<file path="src/rtl/framebuffer_pkg.sv">
// Shared framebuffer geometry, pixel format and arbiter state encoding.
package framebuffer_pkg;

   localparam int FB_W       = 128;
   localparam int FB_H       = 128;
   localparam int COORD_W    = 7;
   localparam int PIXEL_W    = 16;
   localparam int FB_PIXELS  = FB_W * FB_H;

   // Fill counter walks the screen x-fastest: low bits are x, high bits are y.
   localparam int FILL_X_W   = $clog2(FB_W);
   localparam int FILL_Y_W   = $clog2(FB_H);
   localparam int FILL_CNT_W = $clog2(FB_PIXELS);

   typedef enum logic {
      ARB  = 1'b0,
      FILL = 1'b1
   } arb_state_t;

endpackage

</file>
<file path="src/rtl/fb_fill_counter.sv">
// Clear-screen pixel counter: advances once per granted fill write and
// splits its value into an (x, y) coordinate.
module fb_fill_counter
   import framebuffer_pkg::*;
(
   input  logic               clk,
   input  logic               rst_n,
   input  logic               clear,
   input  logic               advance,
   output logic [COORD_W-1:0] x,
   output logic [COORD_W-1:0] y,
   output logic               last
);

   logic [FILL_CNT_W-1:0] cnt_reg;

   always_ff @(posedge clk or negedge rst_n) begin
      if (!rst_n) begin
         cnt_reg <= '0;
      end else if (clear) begin
         cnt_reg <= '0;
      end else if (advance) begin
         cnt_reg <= cnt_reg + FILL_CNT_W'(1);
      end
   end

   assign x    = cnt_reg[FILL_X_W-1:0];
   assign y    = cnt_reg[FILL_X_W +: FILL_Y_W];
   assign last = (cnt_reg == FILL_CNT_W'(FB_PIXELS - 1));

endmodule

</file>
<file path="src/rtl/framebuffer_arbiter.sv">
// Single-port framebuffer arbiter: scanout reads win over writes, with a
// starvation bound, and a built-in clear-screen fill engine.
module framebuffer_arbiter
   import framebuffer_pkg::*;
#(
   parameter int STARVE_LIMIT = 4
) (
   input  logic               clk,
   input  logic               rst_n,
   input  logic               rd_req,
   input  logic [COORD_W-1:0] rd_x,
   input  logic [COORD_W-1:0] rd_y,
   output logic               rd_gnt,
   output logic [PIXEL_W-1:0] rd_data,
   output logic               rd_valid,
   input  logic               wr_req,
   input  logic [COORD_W-1:0] wr_x,
   input  logic [COORD_W-1:0] wr_y,
   input  logic [PIXEL_W-1:0] wr_data,
   output logic               wr_gnt,
   input  logic               fill_start,
   input  logic [PIXEL_W-1:0] fill_color,
   output logic               fill_busy,
   output logic               mem_rd_en,
   output logic               mem_wr_en,
   output logic [COORD_W-1:0] mem_rd_addr_x,
   output logic [COORD_W-1:0] mem_rd_addr_y,
   output logic [COORD_W-1:0] mem_wr_addr_x,
   output logic [COORD_W-1:0] mem_wr_addr_y,
   output logic [PIXEL_W-1:0] mem_data_in,
   input  logic [PIXEL_W-1:0] mem_data_out,
   input  logic               mem_valid_out
);

   localparam int SC_W = (STARVE_LIMIT < 1) ? 1 : $clog2(STARVE_LIMIT + 1);
   localparam logic [SC_W-1:0] STARVE_MAX = SC_W'(STARVE_LIMIT);

   arb_state_t         state_reg;
   logic [SC_W-1:0]    starve_cnt_reg;
   logic [SC_W-1:0]    starve_cnt_next;
   logic [PIXEL_W-1:0] fill_color_reg;
   logic               fill_busy_reg;

   logic               mem_rd_en_reg;
   logic               mem_wr_en_reg;
   logic [COORD_W-1:0] mem_rd_addr_x_reg;
   logic [COORD_W-1:0] mem_rd_addr_y_reg;
   logic [COORD_W-1:0] mem_wr_addr_x_reg;
   logic [COORD_W-1:0] mem_wr_addr_y_reg;
   logic [PIXEL_W-1:0] mem_data_in_reg;
   logic               rd_inflight_reg;
   logic               rd_valid_reg;
   logic [PIXEL_W-1:0] rd_data_reg;

   logic               wr_pending;
   logic               starved;
   logic               rd_grant;
   logic               wr_grant;
   logic               fill_grant;
   logic               fill_accept;
   logic               fill_last;
   logic [COORD_W-1:0] fill_x;
   logic [COORD_W-1:0] fill_y;

   // In FILL the fill engine always has a write pending; client writes wait.
   always_comb begin
      wr_pending  = (state_reg == FILL) ? 1'b1 : wr_req;
      starved     = wr_pending && (starve_cnt_reg >= STARVE_MAX);
      rd_grant    = rst_n && rd_req && !starved;
      wr_grant    = rst_n && wr_pending && !rd_grant;
      fill_grant  = wr_grant && (state_reg == FILL);
      fill_accept = fill_start && (state_reg == ARB);

      starve_cnt_next = starve_cnt_reg;
      if (wr_grant || !wr_pending) begin
         starve_cnt_next = '0;
      end else if (rd_grant) begin
         starve_cnt_next = starve_cnt_reg + SC_W'(1);
      end
   end

   assign rd_gnt = rd_grant;
   assign wr_gnt = wr_grant && (state_reg == ARB);

   always_ff @(posedge clk or negedge rst_n) begin
      if (!rst_n) begin
         state_reg      <= ARB;
         fill_busy_reg  <= 1'b0;
         fill_color_reg <= '0;
         starve_cnt_reg <= '0;
      end else begin
         starve_cnt_reg <= starve_cnt_next;
         case (state_reg)
            ARB: begin
               if (fill_start) begin
                  state_reg      <= FILL;
                  fill_busy_reg  <= 1'b1;
                  fill_color_reg <= fill_color;
               end
            end
            FILL: begin
               if (fill_grant && fill_last) begin
                  state_reg     <= ARB;
                  fill_busy_reg <= 1'b0;
               end
            end
         endcase
      end
   end

   // Granted transaction is presented to memory one cycle after its grant.
   always_ff @(posedge clk or negedge rst_n) begin
      if (!rst_n) begin
         mem_rd_en_reg     <= 1'b0;
         mem_wr_en_reg     <= 1'b0;
         mem_rd_addr_x_reg <= '0;
         mem_rd_addr_y_reg <= '0;
         mem_wr_addr_x_reg <= '0;
         mem_wr_addr_y_reg <= '0;
         mem_data_in_reg   <= '0;
      end else begin
         mem_rd_en_reg <= rd_grant;
         mem_wr_en_reg <= wr_grant;
         if (rd_grant) begin
            mem_rd_addr_x_reg <= rd_x;
            mem_rd_addr_y_reg <= rd_y;
         end
         if (wr_grant) begin
            if (state_reg == FILL) begin
               mem_wr_addr_x_reg <= fill_x;
               mem_wr_addr_y_reg <= fill_y;
               mem_data_in_reg   <= fill_color_reg;
            end else begin
               mem_wr_addr_x_reg <= wr_x;
               mem_wr_addr_y_reg <= wr_y;
               mem_data_in_reg   <= wr_data;
            end
         end
      end
   end

   // Only accept memory data for a read issued since reset, so reads in
   // flight across a reset never produce rd_valid.
   always_ff @(posedge clk or negedge rst_n) begin
      if (!rst_n) begin
         rd_inflight_reg <= 1'b0;
         rd_valid_reg    <= 1'b0;
         rd_data_reg     <= '0;
      end else begin
         rd_inflight_reg <= mem_rd_en_reg;
         rd_valid_reg    <= mem_valid_out && rd_inflight_reg;
         if (mem_valid_out && rd_inflight_reg) begin
            rd_data_reg <= mem_data_out;
         end
      end
   end

   fb_fill_counter u_fill_counter (
      .clk     (clk),
      .rst_n   (rst_n),
      .clear   (fill_accept),
      .advance (fill_grant),
      .x       (fill_x),
      .y       (fill_y),
      .last    (fill_last)
   );

   assign fill_busy     = fill_busy_reg;
   assign mem_rd_en     = mem_rd_en_reg;
   assign mem_wr_en     = mem_wr_en_reg;
   assign mem_rd_addr_x = mem_rd_addr_x_reg;
   assign mem_rd_addr_y = mem_rd_addr_y_reg;
   assign mem_wr_addr_x = mem_wr_addr_x_reg;
   assign mem_wr_addr_y = mem_wr_addr_y_reg;
   assign mem_data_in   = mem_data_in_reg;
   assign rd_valid      = rd_valid_reg;
   assign rd_data       = rd_data_reg;

endmodule

</file>
<file path="config.mk">
export PLATFORM = sky130hd
export DESIGN_NAME = framebuffer_arbiter
export DESIGN_NICKNAME = d
export VERILOG_FILES = /design/src/rtl/framebuffer_pkg.sv /design/src/rtl/fb_fill_counter.sv /design/src/rtl/framebuffer_arbiter.sv
export SDC_FILE = /design/constraint.sdc
export NUM_CORES = 1
export LEC_CHECK = 0
export BUFFER_PORTS_ARGS = -buffer_cell sky130_fd_sc_hd__buf_4
export CORE_ASPECT_RATIO = 1.75
export CORE_MARGIN = 1
export CORE_UTILIZATION = 45
export DETAILED_ROUTE_END_ITERATION = 8
export PLACE_DENSITY = 0.76
export SETUP_SLACK_MARGIN = 0.05
export SKIP_LAST_GASP = 1
export SLEW_MARGIN = 0
export SYNTH_ARGS = -nofsm -noshare
export SYNTH_HDL_FRONTEND = slang
export SYNTH_SLANG_ARGS = --single-unit
</file>
<file path="constraint.sdc">
create_clock -name clk -period 1.4 [get_ports clk]
set_input_delay 0.14 -clock clk [delete_from_list [all_inputs] [get_ports clk]]
set_output_delay 0.14 -clock clk [all_outputs]
set_load 0.005 [all_outputs]
</file>
==> results of run 1 <==
[worst min path at each step]
stage / from / end / slack, ns / depth (start not counted)
detailed placement: rst_n / u_fill_counter.cnt_reg[10]$_DFFE_PN0P_ / 0.12 / 2
floorplan: rst_n / fill_busy$_DFFE_PN0P_ / -0.16 / 0
finish: fill_color[13] / fill_color_reg[13]$_DFFE_PN0P_ / 0.008 / 3
global placement: rst_n / u_fill_counter.cnt_reg[10]$_DFFE_PN0P_ / 0.12 / 2
global route: fill_color[6] / fill_color_reg[6]$_DFFE_PN0P_ / 0.001 / 3
CTS: fill_color[3] / fill_color_reg[3]$_DFFE_PN0P_ / 0.001 / 3
[power by group through the flow]
stage / registers (mW) / logic, mW / clock network, mW
final: 3.56 / 1.73 / 2.84
after global routing: 3.61 / 1.89 / 3.02
after CTS: 3.52 / 1.67 / 2.90
after detailed placement: 3.56 / 1.53 / 0
after global placement: 3.54 / 1.47 / 0
after floorplan: 3.57 / 0.507 / 0
[per-stage QoR]
stage | power, mW | setup TNS, ns | hold slack, ns | setup WS (ns) | util (%)
after floorplan | 4.08 | 0 | -0.156 | 0.0255 | -
after CTS | 8.09 | -8.48 | 0.00137 | -0.223 | 70.4
final | 8.13 | -6.20 | 0.00750 | -0.208 | 72.6
after global routing | 8.51 | -8.75 | 0.00123 | -0.246 | 72.6
after detailed placement | 5.09 | -3.43 | 0.117 | -0.120 | 62.7
after global placement | 5.01 | -1.79 | 0.118 | -0.103 | 62.7
[placed cells by master, fill, tap and decap left out, types with 3 or more instances in the layout]
cell,count
and3_4,3
o21ai_2,3
buf_6,6
a21o_1,3
o21ai_1,18
o21ai_0,16
dlygate4sd3_1,9
a31oi_1,6
dfrtp_1,97
inv_1,3
nand3_1,4
mux2_2,20
nor2_1,10
mux2_4,10
mux2i_1,32
and4_1,3
nand2_1,87
clkbuf_16,11
buf_12,6
bufinv_16,3
buf_4,184
a21oi_1,4
[layer usage]
layer  wire length (microns)  part of all wire [%]  global-route usage, %
met1                    4310                    36                   26.2
met2                    6690                    55                   46.2
met3                     584                   4.8                   4.37
met4                     474                   3.9                   12.7
met5                       0                     0                      0
[cell families after synthesis]
family	Yosys count	synth area share, %
buf+inv	26	3.42
xor+xnor	2	0.413
simple gates	127	13.4
flops	99	58.4
fa+ha+maj	2	0.590
mux	62	15.5
compound gates	60	8.29
[layout make-up]
class / instances / area, sq um
Clock buffer: 10 / 239
Tap cell: 120 / 150
Sequential cell: 99 / 2480
Inverter: 5 / 21.3
Multi-Input combinational cell: 253 / 1830
Fill cell: 642 / 2490
Timing Repair Buffer: 211 / 1770
Clock inverter: 6 / 111
[tightest hold or removal path, cell delays in order]
cell	delay (ns)
buf_4	0.08
nand2_1	0.04
nand2_1	0.05
[timing repair]
item / 4_1_cts / 5_1_grt
gates resized for setup: 48 / 32
endpoints found under the hold margin: 18 / 0
pin swaps: 9 / 5
cloned: 2 / 2
buffers inserted: 8 / 4
hold buffers: 10 / 0
endpoints found under the setup margin: 56 / 101
==> reports/qor.yml, run 1 <==
die_x_microns: 75.4
ys_warn_count: 0
worst_slew_margin_rel_pct: 31.3
htreeDepth: 3
grt_pass1_vias: 3837
grtUsageTotal_pct: 25.0
post-route-cell-area_sq_um: 6610
nNetsFinal: 663
grt-ovfl-total: 0
async_flop_share_pct: 100
yosysTopAreaCell: "dfrtp_1"
outcome: "finished with violations"
cts.sinks: 99
dieArea_sq_um: 9830
yosysSeqAreaShare_pct: 58.4
slew_viol_final: 0
synthTopCellsByArea: "dfrtp_1, mux2_2, nand2_1"
p_int_mw: 6.12
critPathCaptureType: "output port"
period_needed_ns: 1.61
post_drt_wl_per_cell_microns: 17.1
fp-row-count: 46
syn_nets: 462
vias_per_cell: 5.23
drive_above_1_share_pct: 47.8
drc: 0
p_sw_share_pct: 24.7
diodes: 0
syn_avg_cell_area_sq_um: 11.2
timing.final.crit_share_pct: 115
violations: "setup timing"
critPathKind: "reg2out"
ioPinCount: 148
yosys_most_used_dff: "dfrtp_1"
yosysTopAreaCellShare_pct: 58.4
slowest_stage: "or3_4"
setup_violations: 58
portBuffers: 147
synth-seq-cells: 99
critPathLaunch: "state_reg$_DFF_PN0_"
rr_endpoint: "mem_wr_addr_x[0]$_DFFE_PN0P_"
synth_edf_count: 0
fin_cells: 704
comb_power_share_pct: 21.3
path_buf_inv: 2
critPathMaxStageDelay_ns: 0.39
start_kind: "register"
placedInstanceArea_sq_um: 5700
cp_cell_sequence: "nor2_2, or3_4, buf_12, nor2_4, buf_6"
skew_ns: 0.00632
critPathCapture: "wr_gnt"
area_growth_pct: 55.7
r2r_slack_ns: -0.20
yosysMostFrequentCell: "dfrtp_1"
max_freq_mhz: 622
required_ns: 1.26
wl_microns: 12100
place_congestion: 0.866
grt_first_pass_wirelength_microns: 18200
synth_common_cells: "dfrtp_1, nand2_1, o21ai_0, mux2i_1, mux2_2"
powerDensity_nw_per_um2: 1230
clockRootBuffer: "clkbuf_16"
p_seq_share_pct: 43.8
power_frac_clock_pct: 35.0
holdCritPathClass: "in2reg"
dp_hpwl_microns: 7940
power_leakage_nw: 3.48
cp_num_cells: 5
cts_buffers: 9
synth_area_sq_um: 4240
dp.cells: 662
clk_latency_ns: 0.34
antenna_found_initial: 0
initial_core_util_pct: 46.6
drt_iter0_drc: 163
p_sw_mw: 2.01
synthesis.instances: 378
cts_max_path_buffers: 2
rsz0062_at_grt: "yes"
reg2reg_from: "state_reg$_DFF_PN0_"
worstPathArrival_ns: 1.47
vias: 3684
drtAntennaViolNets: 0
max_slew.worst_pin.slew_ns: 1.03
crit_fanout: 3
maxCapViolCount: 0
hold_viol_final: 0
fp.coreArea_sq_um: 9090
drt_first_pass_iters: 4
reg2reg_depth: 6
synth.distinct_cells: 39
cpLargestDelayFamily: "simple AND/OR/NAND/NOR gates"
fin_ws_ns: -0.208
grt_max_degree: 68
dieHeight_microns: 130
irDropWorstVdd_uv: 1030
path_clk_slew_ns: 0.06
cts_tree: "built"
No activity file was read; power rests on OpenSTA's default activity.
==> run 2: changes to the inputs <==
--- a/config.mk
+++ b/config.mk
@@ -10,7 +10,7 @@
 export CORE_MARGIN = 1
 export CORE_UTILIZATION = 45
 export DETAILED_ROUTE_END_ITERATION = 8
-export PLACE_DENSITY = 0.76
+export PLACE_DENSITY = 0.81
 export SETUP_SLACK_MARGIN = 0.05
 export SKIP_LAST_GASP = 1
 export SLEW_MARGIN = 0
==> reports/qor.yml, run 2 (same netlist as run 1, synthesis figures left out) <==
worstPathArrival_ns: 1.91  # +0.44 ns
min_path_cells: 3  # unchanged
ioPinCount: 148  # unchanged
critPathCapture: "mem_rd_addr_y[3]$_DFFE_PN0P_"
max_freq_mhz: 597  # -4.1%
path_clk_slew_ns: 0.07  # about the same
maxCapViolCount: 0  # unchanged
cts.sinks: 99  # unchanged
required_ns: 1.63  # +0.37 ns
crit_fanout: 6  # +3
cts_max_path_buffers: 2  # unchanged
fp.coreArea_sq_um: 9090  # unchanged
skew_ns: 0.0120  # +0.00567 ns
dieHeight_microns: 130  # unchanged
r2r_slack_ns: -0.28  # -0.08 ns
grt_pass1_vias: 3997  # +4.2%
max_slew.worst_pin.slew_ns: 0.517  # -0.512 ns
grt_max_degree: 101  # +49%
fin_ws_ns: -0.276  # -0.0689 ns
clk_latency_ns: 0.35  # about the same
grtUsageTotal_pct: 26.9  # +1.9 points
reg2reg_from: "state_reg$_DFF_PN0_"
fin_util_pct: 76.9  # +4.3 points
htreeDepth: 3  # unchanged
drtAntennaViolNets: 0  # unchanged
die_x_microns: 75.4  # unchanged
drive_above_1_share_pct: 53.5  # +5.7 points
drc: 0  # unchanged
hold_slack_ns: 0.00705  # -0.000451 ns
portBuffers: 147  # unchanged
outcome: "finished with violations"
clockRootBuffer: "clkbuf_16"
place_congestion: 0.859  # -0.83%
power_leakage_nw: 3.64  # +4.7%
cts_tree: "built"
final_cell_mix: "buf_4, dfrtp_1, nand2_1"
rsz0062_at_grt: "yes"
start_kind: "register"
fp-row-count: 46  # unchanged
wl_microns: 13600  # +13%
powerDensity_nw_per_um2: 1130  # -8.1%
reg2reg_depth: 7  # +1
critPathKind: "reg2reg"
drt_iter0_drc: 214  # +31%
violations: "setup timing"
drt_first_pass_iters: 4  # unchanged
post_drt_wl_per_cell_microns: 18.7  # +9.2%
grt-ovfl-total: 0  # unchanged
holdCritPathClass: "in2reg"
dp_hpwl_microns: 7870  # -0.92%
area_growth_pct: 65.0
final_common_cell: "buf_4"
finalPower_mw: 7.91  # -2.7%
vias_per_cell: 5.40  # +3.2%
rr_endpoint: "mem_rd_addr_y[3]$_DFFE_PN0P_"
critPathLaunch: "state_reg$_DFF_PN0_"
worst_slew_margin_rel_pct: 65.5  # +34 points
setup_violations: 54  # -6.9%
vias: 3919  # +6.4%
antenna_found_initial: 0  # unchanged
nNetsFinal: 685  # +3.3%
timing.final.crit_share_pct: 120  # +4.9 points
grt_first_pass_wirelength_microns: 19200  # +5.7%
diodes: 0  # unchanged
dieArea_sq_um: 9830  # unchanged
hold_viol_final: 0  # unchanged
tns_ns: -6.87  # -0.670 ns
critPathCaptureType: "register"
period_needed_ns: 1.68  # +0.0689 ns
cts_buffers: 9  # unchanged
initial_core_util_pct: 46.6  # unchanged
irDropWorstVdd_uv: 863  # -16%
slew_viol_final: 0  # unchanged
==> run 2: per-layer routing <==
layer	global-route usage [%]	vias up	share of wire, %
met3	4.14	52	4.6
met2	49.3	177	58
li1	-	1757	-
met4	18.7	0	5.5
met1	26.6	1933	32
met5	0	-	0
==> run 2: power breakdown <==
group	leakage (nW)	internal (mW)	total [mW]	switching, mW
Clock	0.149	1.27	2.49	1.21
Sequential	1.25	3.27	3.53	0.258
Combinational	2.24	1.13	1.90	0.772
==> run 2: what timing repair did <==
item / in CTS / in global routing
cloned: 7 / 2
buffers inserted: 15 / 22
pin swaps: 9 / 18
setup endpoints to repair: 60 / 81
hold endpoints to repair: 12 / 1
resized for setup: 54 / 94
hold buffers: 12 / 1
==> run 2: cell type report <==
cell class,instances,area (sq um)
multi-input combinational,253,1930
fill,581,2100
clock buffer,9,225
timing repair buffer,233,2110
sequential,99,2480
inverter,5,26.3
clock inverter,7,76.3
tap,120,150
==> run 2: worst min path at each step <==
stage,to,from
floorplan,fill_busy$_DFFE_PN0P_,rst_n
global placement,fill_color_reg[11]$_DFFE_PN0P_,fill_color[11]
detailed placement,fill_color_reg[2]$_DFFE_PN0P_,fill_color[2]
CTS,fill_color_reg[6]$_DFFE_PN0P_,fill_color[6]
global route,rd_data[5]$_DFFE_PN0P_,mem_data_out[5]
finish,fill_color_reg[14]$_DFFE_PN0P_,fill_color[14]
==> run 2: metrics by stage <==
stage	cells	setup WS, ns	area [sq um]
final	726	-0.276	7000
after global routing	726	-0.309	7000
after CTS	707	-0.231	6560
after detailed placement	657	-0.118	5690
after global placement	657	-0.101	5690
after floorplan	378	0.0255	4270
==> run 2: critical path: stages, from the launching register on <==
cell and delay (ns):
dfrtp_2 0.42, buf_4 0.15, o21ai_2 0.14, and3_4 0.21, buf_12 0.13, buf_6 0.10, buf_12 0.10, mux2_2 0.31
